`config.mk`:
```
export PLATFORM = sky130hd
export DESIGN_NAME = mm_requant_pack
export DESIGN_NICKNAME = d
export VERILOG_FILES = /design/src/rtl/mm_pkg.sv /design/src/rtl/mm_requant_lane.sv /design/src/rtl/mm_requant_pack.sv
export SDC_FILE = /design/constraint.sdc
export NUM_CORES = 1
export LEC_CHECK = 0
export BUFFER_PORTS_ARGS = -buffer_cell sky130_fd_sc_hd__buf_4
export CORE_ASPECT_RATIO = 1.25
export CORE_MARGIN = 2
export CORE_UTILIZATION = 35
export DETAILED_ROUTE_END_ITERATION = 8
export GPL_TIMING_DRIVEN = 1
export PLACE_DENSITY = 0.57
export SLEW_MARGIN = 20
export SYNTH_ARGS = -nofsm -noshare
export SYNTH_HDL_FRONTEND = slang
export SYNTH_SLANG_ARGS = --single-unit
```
`constraint.sdc`:
```
create_clock -name clk -period 3.2 [get_ports clk]
set_input_delay 0.64 -clock clk [delete_from_list [all_inputs] [get_ports clk]]
set_output_delay 0.64 -clock clk [all_outputs]
set_load 0.02 [all_outputs]
```
`src/rtl/mm_pkg.sv`:
```
// Shared types and helpers for the int8 requantize-and-pack output stage.
// Latency: n/a (types, constants and a combinational requant function).
// Backpressure: n/a.
package mm_pkg;

  localparam int LANES_IN  = 2;
  localparam int LANES_OUT = 4;
  localparam int ACC_W     = 16;
  localparam int Q_W       = 8;

  // Saturation bounds held at the widened (ACC_W+1) precision used inside requant.
  localparam logic signed [ACC_W:0] Q_MAX_EXT = (ACC_W+1)'(2**(Q_W-1) - 1);
  localparam logic signed [ACC_W:0] Q_MIN_EXT = (ACC_W+1)'(-(2**(Q_W-1)));

  typedef enum logic {
    LO = 1'b0,
    HI = 1'b1
  } state_t;

  // Sign-extend one bit so the rounding bias can never wrap a large positive
  // accumulator, shift arithmetically, then clamp to the int8 range.
  function automatic logic [Q_W-1:0] requant(input logic [ACC_W-1:0] acc,
                                              input int               shift,
                                              input logic             round);
    logic signed [ACC_W:0] ext;
    logic signed [ACC_W:0] bias;
    logic signed [ACC_W:0] sh;
    ext  = signed'({acc[ACC_W-1], acc});
    bias = '0;
    if (round && (shift > 0)) begin
      bias = (ACC_W+1)'(1) << (shift - 1);
    end
    sh = (ext + bias) >>> shift;
    if (sh > Q_MAX_EXT) begin
      return Q_MAX_EXT[Q_W-1:0];
    end else if (sh < Q_MIN_EXT) begin
      return Q_MIN_EXT[Q_W-1:0];
    end
    return sh[Q_W-1:0];
  endfunction

endpackage

```
`src/rtl/mm_requant_lane.sv`:
```
// One accumulator lane requantized to a saturated int8.
// Latency: combinational.
// Backpressure: none; purely combinational.
module mm_requant_lane
  import mm_pkg::*;
#(
  parameter int D_W     = 8,
  parameter int D_W_ACC = 16,
  parameter int SHIFT   = 4,
  parameter int ROUND   = 1
) (
  input  logic [D_W_ACC-1:0] in,
  output logic [D_W-1:0]     out
);

  assign out = requant(in, SHIFT, (ROUND != 0));

endmodule

```
`src/rtl/mm_requant_pack.sv`:
```
// Requantizes two int16 lanes per input beat to int8 and packs four per output beat.
// Latency: output beat valid one cycle after the accept that completes or flushes a word.
// Backpressure: x_TREADY = !y_TVALID || y_TREADY; a held output word stalls the input.
module mm_requant_pack
  import mm_pkg::*;
#(
  parameter int D_W     = 8,
  parameter int D_W_ACC = 16,
  parameter int SHIFT   = 4,
  parameter int ROUND   = 1
) (
  input  logic        clk,
  input  logic        rst,
  input  logic [31:0] x_TDATA,
  input  logic        x_TVALID,
  output logic        x_TREADY,
  input  logic        x_TLAST,
  output logic [31:0] y_TDATA,
  output logic        y_TVALID,
  input  logic        y_TREADY,
  output logic        y_TLAST
);

  state_t             state, state_nxt;
  logic [2*D_W-1:0]   half, half_nxt;
  logic [31:0]        y_dat_nxt;
  logic               y_vld_nxt;
  logic               y_last_nxt;
  logic [D_W-1:0]     q0, q1;
  logic               x_acc;

  // Ready depends only on the output register so it never loops back through x_TVALID.
  assign x_TREADY = !y_TVALID || y_TREADY;
  assign x_acc    = x_TVALID && x_TREADY;

  mm_requant_lane #(.D_W(D_W), .D_W_ACC(D_W_ACC), .SHIFT(SHIFT), .ROUND(ROUND)) u_lane0 (
    .in  (x_TDATA[D_W_ACC-1:0]),
    .out (q0)
  );

  mm_requant_lane #(.D_W(D_W), .D_W_ACC(D_W_ACC), .SHIFT(SHIFT), .ROUND(ROUND)) u_lane1 (
    .in  (x_TDATA[2*D_W_ACC-1:D_W_ACC]),
    .out (q1)
  );

  // Next-state: hold the low half in LO, complete the word in HI, flush early on TLAST in LO.
  always_comb begin
    state_nxt  = state;
    half_nxt   = half;
    y_dat_nxt  = y_TDATA;
    y_last_nxt = y_TLAST;
    y_vld_nxt  = y_TVALID && !y_TREADY;
    if (x_acc) begin
      case (state)
        LO: begin
          if (x_TLAST) begin
            y_dat_nxt  = {{(2*D_W){1'b0}}, q1, q0};
            y_last_nxt = 1'b1;
            y_vld_nxt  = 1'b1;
          end else begin
            half_nxt  = {q1, q0};
            state_nxt = HI;
          end
        end
        HI: begin
          y_dat_nxt  = {q1, q0, half};
          y_last_nxt = x_TLAST;
          y_vld_nxt  = 1'b1;
          state_nxt  = LO;
        end
        default: state_nxt = LO;
      endcase
    end
  end

  // State, half-word and output registers; reset drops any partial or pending word.
  always_ff @(posedge clk) begin
    if (rst) begin
      state    <= LO;
      half     <= '0;
      y_TDATA  <= '0;
      y_TVALID <= 1'b0;
      y_TLAST  <= 1'b0;
    end else begin
      state    <= state_nxt;
      half     <= half_nxt;
      y_TDATA  <= y_dat_nxt;
      y_TVALID <= y_vld_nxt;
      y_TLAST  <= y_last_nxt;
    end
  end

endmodule

```
Word level (Yosys, flattened, before mapping):

Cells that the tools add are included.

* word-level logic and storage cells: 40
* input port bits: 37
* output and inout bits: 35
* register bits after elaboration: 51

* $lt $le $gt $ge: 4
* $add $sub $neg: 2
* equality and inequality tests: 1
* mux-type cells: 19
* bitwise gates (word level): 2
* reductions and logical operators: 7

Operators with widths (number)
* $pmux W32 S2: 1
* $mux W8: 6
* $add A16 B5 Y17 const B: 2
* $mux W32: 1
* $gt A13 B8 Y1 const B: 2
* $lt A13 B8 Y1 const B: 2
* $mux W1: 8
* $pmux W1 S2: 3
* $reduce_and A3 Y1: 1
* $logic_and A1 B1 Y1: 2
* $logic_not A1 Y1: 2
* $ne A2 B2 Y1 const B: 1
* $not A1 Y1: 2
* $reduce_and A2 Y1: 1
* $logic_or A1 B1 Y1: 1

Depth between registers and ports, before layout:

* depth in word-level cells: 7
* gate-level depth with buffers: 10
* mapped depth without buffers: 7

Cells and area by module:

A second synthesis with hierarchy kept.

* cells, all modules: 317
* area total of the unflattened synthesis: 2925.3 sq um

Modules (own cells, without submodules)
* mm_requant_pack: area an instance 2109.5 sq um, seq. area each 1021.0 sq um, times used 1, cells an instance 203
* mm_requant_lane: area an instance 407.9 sq um, seq. area each 0.0 sq um, times used 2, cells an instance 57

Least setup slack after synthesis:

OpenSTA, ideal clock, no wires.

* path kind: input -> register
* from: in x_TDATA[19]
* to: reg y_TDATA[10]
* slack: 0.762 ns
* setup time: 0.103 ns
* arrival time: 2.334 ns
* data required time: 3.097 ns
* cell stages on the path: 6
* path buffers: 0
* cells stage by stage: ha_1 -> and2_2 -> or4_4 -> a211oi_4 -> o21ai_1 -> a2111oi_2

* word-level cells in the longest chain between the ends: 7
* elaborated cells on any way between the ends: 9
* classes of those cells: add/sub: 1; order compare: 2; mux: 6

RTL lines
* from (decl): line mm_requant_pack.sv:14 `input logic [31:0] x_TDATA,`
* $add A16 B5 Y17 (*): line mm_pkg.sv:33 `sh = (ext + bias) >>> shift;`
* $lt A13 B8 Y1: line mm_pkg.sv:36 `end else if (sh < Q_MIN_EXT) begin`
* $mux W1: line mm_pkg.sv:36
* $mux W1: line mm_pkg.sv:34 `if (sh > Q_MAX_EXT) begin`
* $mux W8 (*): line mm_pkg.sv:39 `return sh[Q_W-1:0];`
* $mux W32 (*): line mm_requant_pack.sv:56 `if (x_TLAST) begin`
* $pmux W32 S2 (*): line mm_requant_pack.sv:54 `case (state)`
* to (signal assigned): line mm_requant_pack.sv:87 `y_TDATA <= y_dat_nxt;`
* to (decl): line mm_requant_pack.sv:18 `output logic [31:0] y_TDATA,`

Mark *: on every way between the ends. The rest lies on a longest branch, timed or not. The select of a mux whose other input is x is not followed.
A chain may end at the register's enable or synchronous reset.

Worst setup path after layout:

* from: in x_TDATA[19]
* to: reg y_TDATA[25]

* word-level cells in the longest chain between the ends: 6
* elaborated cells on any way between the ends: 8
* classes of those cells: add/sub: 1; order compare: 2; mux: 5

RTL lines (line)
* $add A16 B5 Y17 (*): mm_pkg.sv:33
* $lt A13 B8 Y1: mm_pkg.sv:36
* $mux W1: mm_pkg.sv:36
* $mux W1: mm_pkg.sv:34
* $mux W8 (*): mm_pkg.sv:39
* $pmux W32 S2 (*): mm_requant_pack.sv:54

Mark *: on every way between the ends. The rest lies on a longest branch, timed or not.

==> metrics.txt <==
# TYPE chip_impl_metric gauge
chip_impl_metric{name="post_cts.repair.setup_buffers",unit=""} 0
chip_impl_metric{name="cellLeakagePower",unit="nW"} 1.38
chip_impl_metric{name="holdWs",unit="ns"} 0.468
chip_impl_metric{name="finalHoldViolations",unit=""} 0
chip_impl_metric{name="synth-warning-count",unit=""} 0
chip_impl_metric{name="cts_max_level",unit=""} 2
chip_impl_metric{name="postCtsHoldBufs",unit=""} 0
chip_impl_metric{name="synth_area",unit="mm2"} 0.00279
chip_impl_metric{name="floorplan.die.width",unit="um"} 83.9
chip_impl_metric{name="pwr_density_cell",unit="mW/mm2"} 422
chip_impl_metric{name="max-cap-violations",unit=""} 0
chip_impl_metric{name="gp_congestion",unit=""} 0.807
chip_impl_info{name="gr-max-usage-layer",value="met2"} 1
chip_impl_metric{name="fin_nets",unit=""} 443
chip_impl_metric{name="stdcell_count",unit=""} 499
chip_impl_metric{name="setup_viol",unit=""} 0
chip_impl_metric{name="max-vdd-ir-drop",unit="mV"} 0.208
chip_impl_metric{name="fmax",unit="MHz"} 383
chip_impl_metric{name="filler_cell_count",unit=""} 802
chip_impl_metric{name="grt_start_max_net_pins",unit=""} 33
chip_impl_metric{name="worst_margin_slew",unit="ns"} 0.635
chip_impl_metric{name="postSynth.asyncResetShare",unit=""} 0
chip_impl_metric{name="die_height",unit="um"} 104
chip_impl_metric{name="antenna_cells_inserted",unit=""} 0
chip_impl_metric{name="post_cts_resized",unit=""} 0
chip_impl_metric{name="fp.coreArea",unit="mm2"} 0.00779
chip_impl_metric{name="synth_enable_flop_cells",unit=""} 0
chip_impl_metric{name="report.power.total",unit="W"} 0.00147
chip_impl_metric{name="placed_insts",unit=""} 492
chip_impl_info{name="crit_type",value="in -> reg"} 1
chip_impl_metric{name="syn_avg_cell_area",unit="um2"} 8.10
chip_impl_info{name="timing.critical_path.from_type",value="primary input"} 1
chip_impl_metric{name="min_period_over_period",unit=""} 0.817
chip_impl_metric{name="fin_skew",unit="ns"} 0.00314
chip_impl_metric{name="worstPathMaxFanout",unit=""} 9
chip_impl_metric{name="drcViolationCount",unit=""} 0
chip_impl_metric{name="die_area",unit="mm2"} 0.00872
chip_impl_metric{name="detailed_router_s_first_iteration_violation_count",unit=""} 162
chip_impl_metric{name="post-route-min-period",unit="ns"} 2.61
chip_impl_metric{name="cts-buffers-inserted",unit=""} 5
chip_impl_metric{name="clk_pin_slew_worst_paths",unit="ns"} 0.09
chip_impl_info{name="clockRootBuffer",value="sky130_fd_sc_hd__clkbuf_8"} 1
chip_impl_metric{name="required_time_of_the_worst_setup_path",unit="ns"} 3.36
chip_impl_metric{name="seq_total_area_yosys",unit=""} 0.365
chip_impl_metric{name="post_route_cells_drive_above_1_share",unit=""} 0.238
chip_impl_metric{name="antenna_found_initial",unit=""} 0
chip_impl_metric{name="cts.sinks",unit=""} 51
chip_impl_metric{name="ys_types",unit=""} 56
chip_impl_metric{name="synth_cells",unit=""} 345
chip_impl_metric{name="cp_data_arrival_time",unit="ns"} 2.77
chip_impl_metric{name="fp-row-count",unit=""} 36
chip_impl_metric{name="number_of_vias_in_the_routed_layout",unit=""} 2748
chip_impl_metric{name="final.setup.tns",unit="ns"} 0
chip_impl_metric{name="num_io_pins",unit=""} 72
chip_impl_metric{name="wirelength",unit="um"} 7530
chip_impl_metric{name="largest_buffer_count_on_any_clock_path",unit=""} 2
chip_impl_metric{name="timing.final.max_slew_violations",unit=""} 0
chip_impl_metric{name="met3_usage",unit=""} 0.0317
chip_impl_metric{name="wire_length_of_the_first_global_routing_pass",unit="um"} 12700
chip_impl_info{name="setup_repair_after_global_routing_missed_its_margin",value="false"} 1
chip_impl_metric{name="dpl.hpwl",unit="um"} 5690
chip_impl_metric{name="postSynthNetCount",unit=""} 384
chip_impl_info{name="run_status",value="complete, no violations"} 1
chip_impl_metric{name="ys_seq_elements",unit=""} 51
chip_impl_info{name="tritoncts",value="yes"} 1
chip_impl_metric{name="global_route.overflow_total",unit=""} 0
chip_impl_info{name="yosys_most_used_dff",value="sky130_fd_sc_hd__dfxtp_1"} 1
chip_impl_info{name="endpoint_kind",value="flip-flop"} 1
chip_impl_metric{name="floorplan.initialDensity",unit=""} 0.359
chip_impl_metric{name="gr-usage-met1",unit=""} 0.226
chip_impl_metric{name="grt_util_met2",unit=""} 0.301
chip_impl_metric{name="layout-area-overhead-vs-synth",unit="%"} 24.3
chip_impl_metric{name="relSlewSlack",unit=""} 0.572
chip_impl_metric{name="clkLatencyLatePin",unit="ns"} 0.30
chip_impl_metric{name="first_global_vias",unit=""} 2596
chip_impl_metric{name="routed_via_density",unit=""} 5.51
chip_impl_metric{name="postRouteAntennaNets",unit=""} 0
chip_impl_info{name="hp-class",value="reg -> reg"} 1
chip_impl_metric{name="buffer_ports.inserted",unit=""} 65
chip_impl_metric{name="drt-pass1-iter-count",unit=""} 4
chip_impl_metric{name="wl_per_cell",unit="um"} 15.1
chip_impl_metric{name="track_usage",unit=""} 0.175
## synthesized netlist by cell type, drive strengths merged (4+ instances only)
library cell	n	area share
nor3b	6	0.016
nor2	35	0.047
inv	6	0.0081
clkbuf	11	0.015
xnor2	11	0.034
a21oi	25	0.045
a221o	7	0.025
a2111oi	7	0.035
o21ai	28	0.052
a211o	7	0.022
buf	8	0.014
dfxtp	51	0.37
nand2	38	0.054
nand4	4	0.011
a31oi	4	0.0090
o21a	5	0.013
and3	5	0.013
nor3	18	0.036
xor2	4	0.013
nand3	20	0.036
## worst max-delay path, stage by stage
cell	delay (ns)
sky130_fd_sc_hd__buf_4	0.10
sky130_fd_sc_hd__ha_1	0.28
sky130_fd_sc_hd__nand4_1	0.29
sky130_fd_sc_hd__o21a_1	0.26
sky130_fd_sc_hd__o21ai_0	0.28
sky130_fd_sc_hd__a211oi_4	0.17
sky130_fd_sc_hd__o21ai_0	0.55
sky130_fd_sc_hd__o21ai_0	0.19
## cell type report
class / count / area [um2] / area share
tap: 95 / 119 / 0.0342
inverter: 6 / 22.5 / 0.00649
sequential: 51 / 1020 / 0.294
timing repair buffer: 71 / 533 / 0.154
multi-input combinational: 269 / 1670 / 0.482
clock buffer: 6 / 72.6 / 0.0209
clock inverter: 1 / 30.0 / 0.00865
## per-layer routing
layer,vias to the layer above,share of wire
li1,1390,-
met1,1289,0.46
met2,65,0.49
met3,4,0.039
met4,0,0.0081
met5,-,0
## kinds of logic (layout without fill, tap and decap cells)
family | count (synthesis) | in the layout | share of synthesized area
XOR/XNOR | 15 | 15 | 0.0470
AO/OA/AOI/OAI | 104 | 104 | 0.271
buffers and inverters | 25 | 84 | 0.0367
flip-flops | 51 | 51 | 0.365
AND/OR/NAND/NOR | 148 | 148 | 0.270
adder cells (fa/ha/maj) | 2 | 2 | 0.00896
## placed cells by master, fill, tap and decap left out, types with 3 or more instances in the layout
| cell type | instances |
|---|---|
| sky130_fd_sc_hd__nor3_1 | 17 |
| sky130_fd_sc_hd__nor4_1 | 3 |
| sky130_fd_sc_hd__dfxtp_1 | 51 |
| sky130_fd_sc_hd__nor2_1 | 35 |
| sky130_fd_sc_hd__o21ai_1 | 5 |
| sky130_fd_sc_hd__xor2_1 | 4 |
| sky130_fd_sc_hd__a31oi_1 | 4 |
| sky130_fd_sc_hd__a221o_1 | 7 |
| sky130_fd_sc_hd__nand2_1 | 37 |
| sky130_fd_sc_hd__nand4_1 | 3 |
| sky130_fd_sc_hd__or3_1 | 3 |
| sky130_fd_sc_hd__buf_4 | 71 |
| sky130_fd_sc_hd__nand2b_1 | 3 |
| sky130_fd_sc_hd__o21ai_0 | 21 |
| sky130_fd_sc_hd__clkbuf_8 | 5 |
| sky130_fd_sc_hd__nor3b_1 | 6 |
| sky130_fd_sc_hd__nand3_1 | 20 |
| sky130_fd_sc_hd__a2111oi_2 | 6 |
| sky130_fd_sc_hd__xnor2_1 | 11 |
| sky130_fd_sc_hd__and3_1 | 4 |
| sky130_fd_sc_hd__o21a_1 | 5 |
| sky130_fd_sc_hd__nor2b_1 | 3 |
| sky130_fd_sc_hd__inv_1 | 6 |
| sky130_fd_sc_hd__a21oi_1 | 25 |
| sky130_fd_sc_hd__a211o_1 | 7 |
## sequential cells by signal, indices dropped and copies added (netlist names)
name	cells
y_TLAST	1
state	1
half	16
y_TVALID	1
y_TDATA	32
## report_power, final
part           internal [W]  switching [W]  leakage [nW]  total [W]
logic              0.000138       0.000197         0.910   0.000334
registers          0.000677      0.0000229         0.418   0.000699
clock network      0.000229       0.000203        0.0513   0.000432
total               0.00104       0.000423          1.38    0.00147
## through the flow
stage	area (um2)	utilization	worst slack, ns
final	3470	0.446	0.586
after CTS	3470	0.446	0.586
after floorplan	2790	-	0.762
after global placement	3370	0.432	0.345
after global routing	3470	0.446	0.467
after detailed placement	3370	0.432	0.263
## path summary, 6_finish.rpt
check / startpoint / end / slack, ns / cells after the start
setup / recovery: x_TDATA[19] / y_TDATA[25]$_SDFFE_PP0P_ / 0.59 / 8
hold / removal: y_TDATA[28]$_SDFFE_PP0P_ / y_TDATA[28]$_SDFFE_PP0P_ / 0.47 / 2
setup reg to reg: y_TVALID$_SDFF_PP0_ / y_TDATA[0]$_SDFFE_PP0P_ / 1.04 / 6
hold reg to reg: y_TDATA[28]$_SDFFE_PP0P_ / y_TDATA[28]$_SDFFE_PP0P_ / 0.47 / 2
Note: power is estimated with default switching activity, not from simulation.
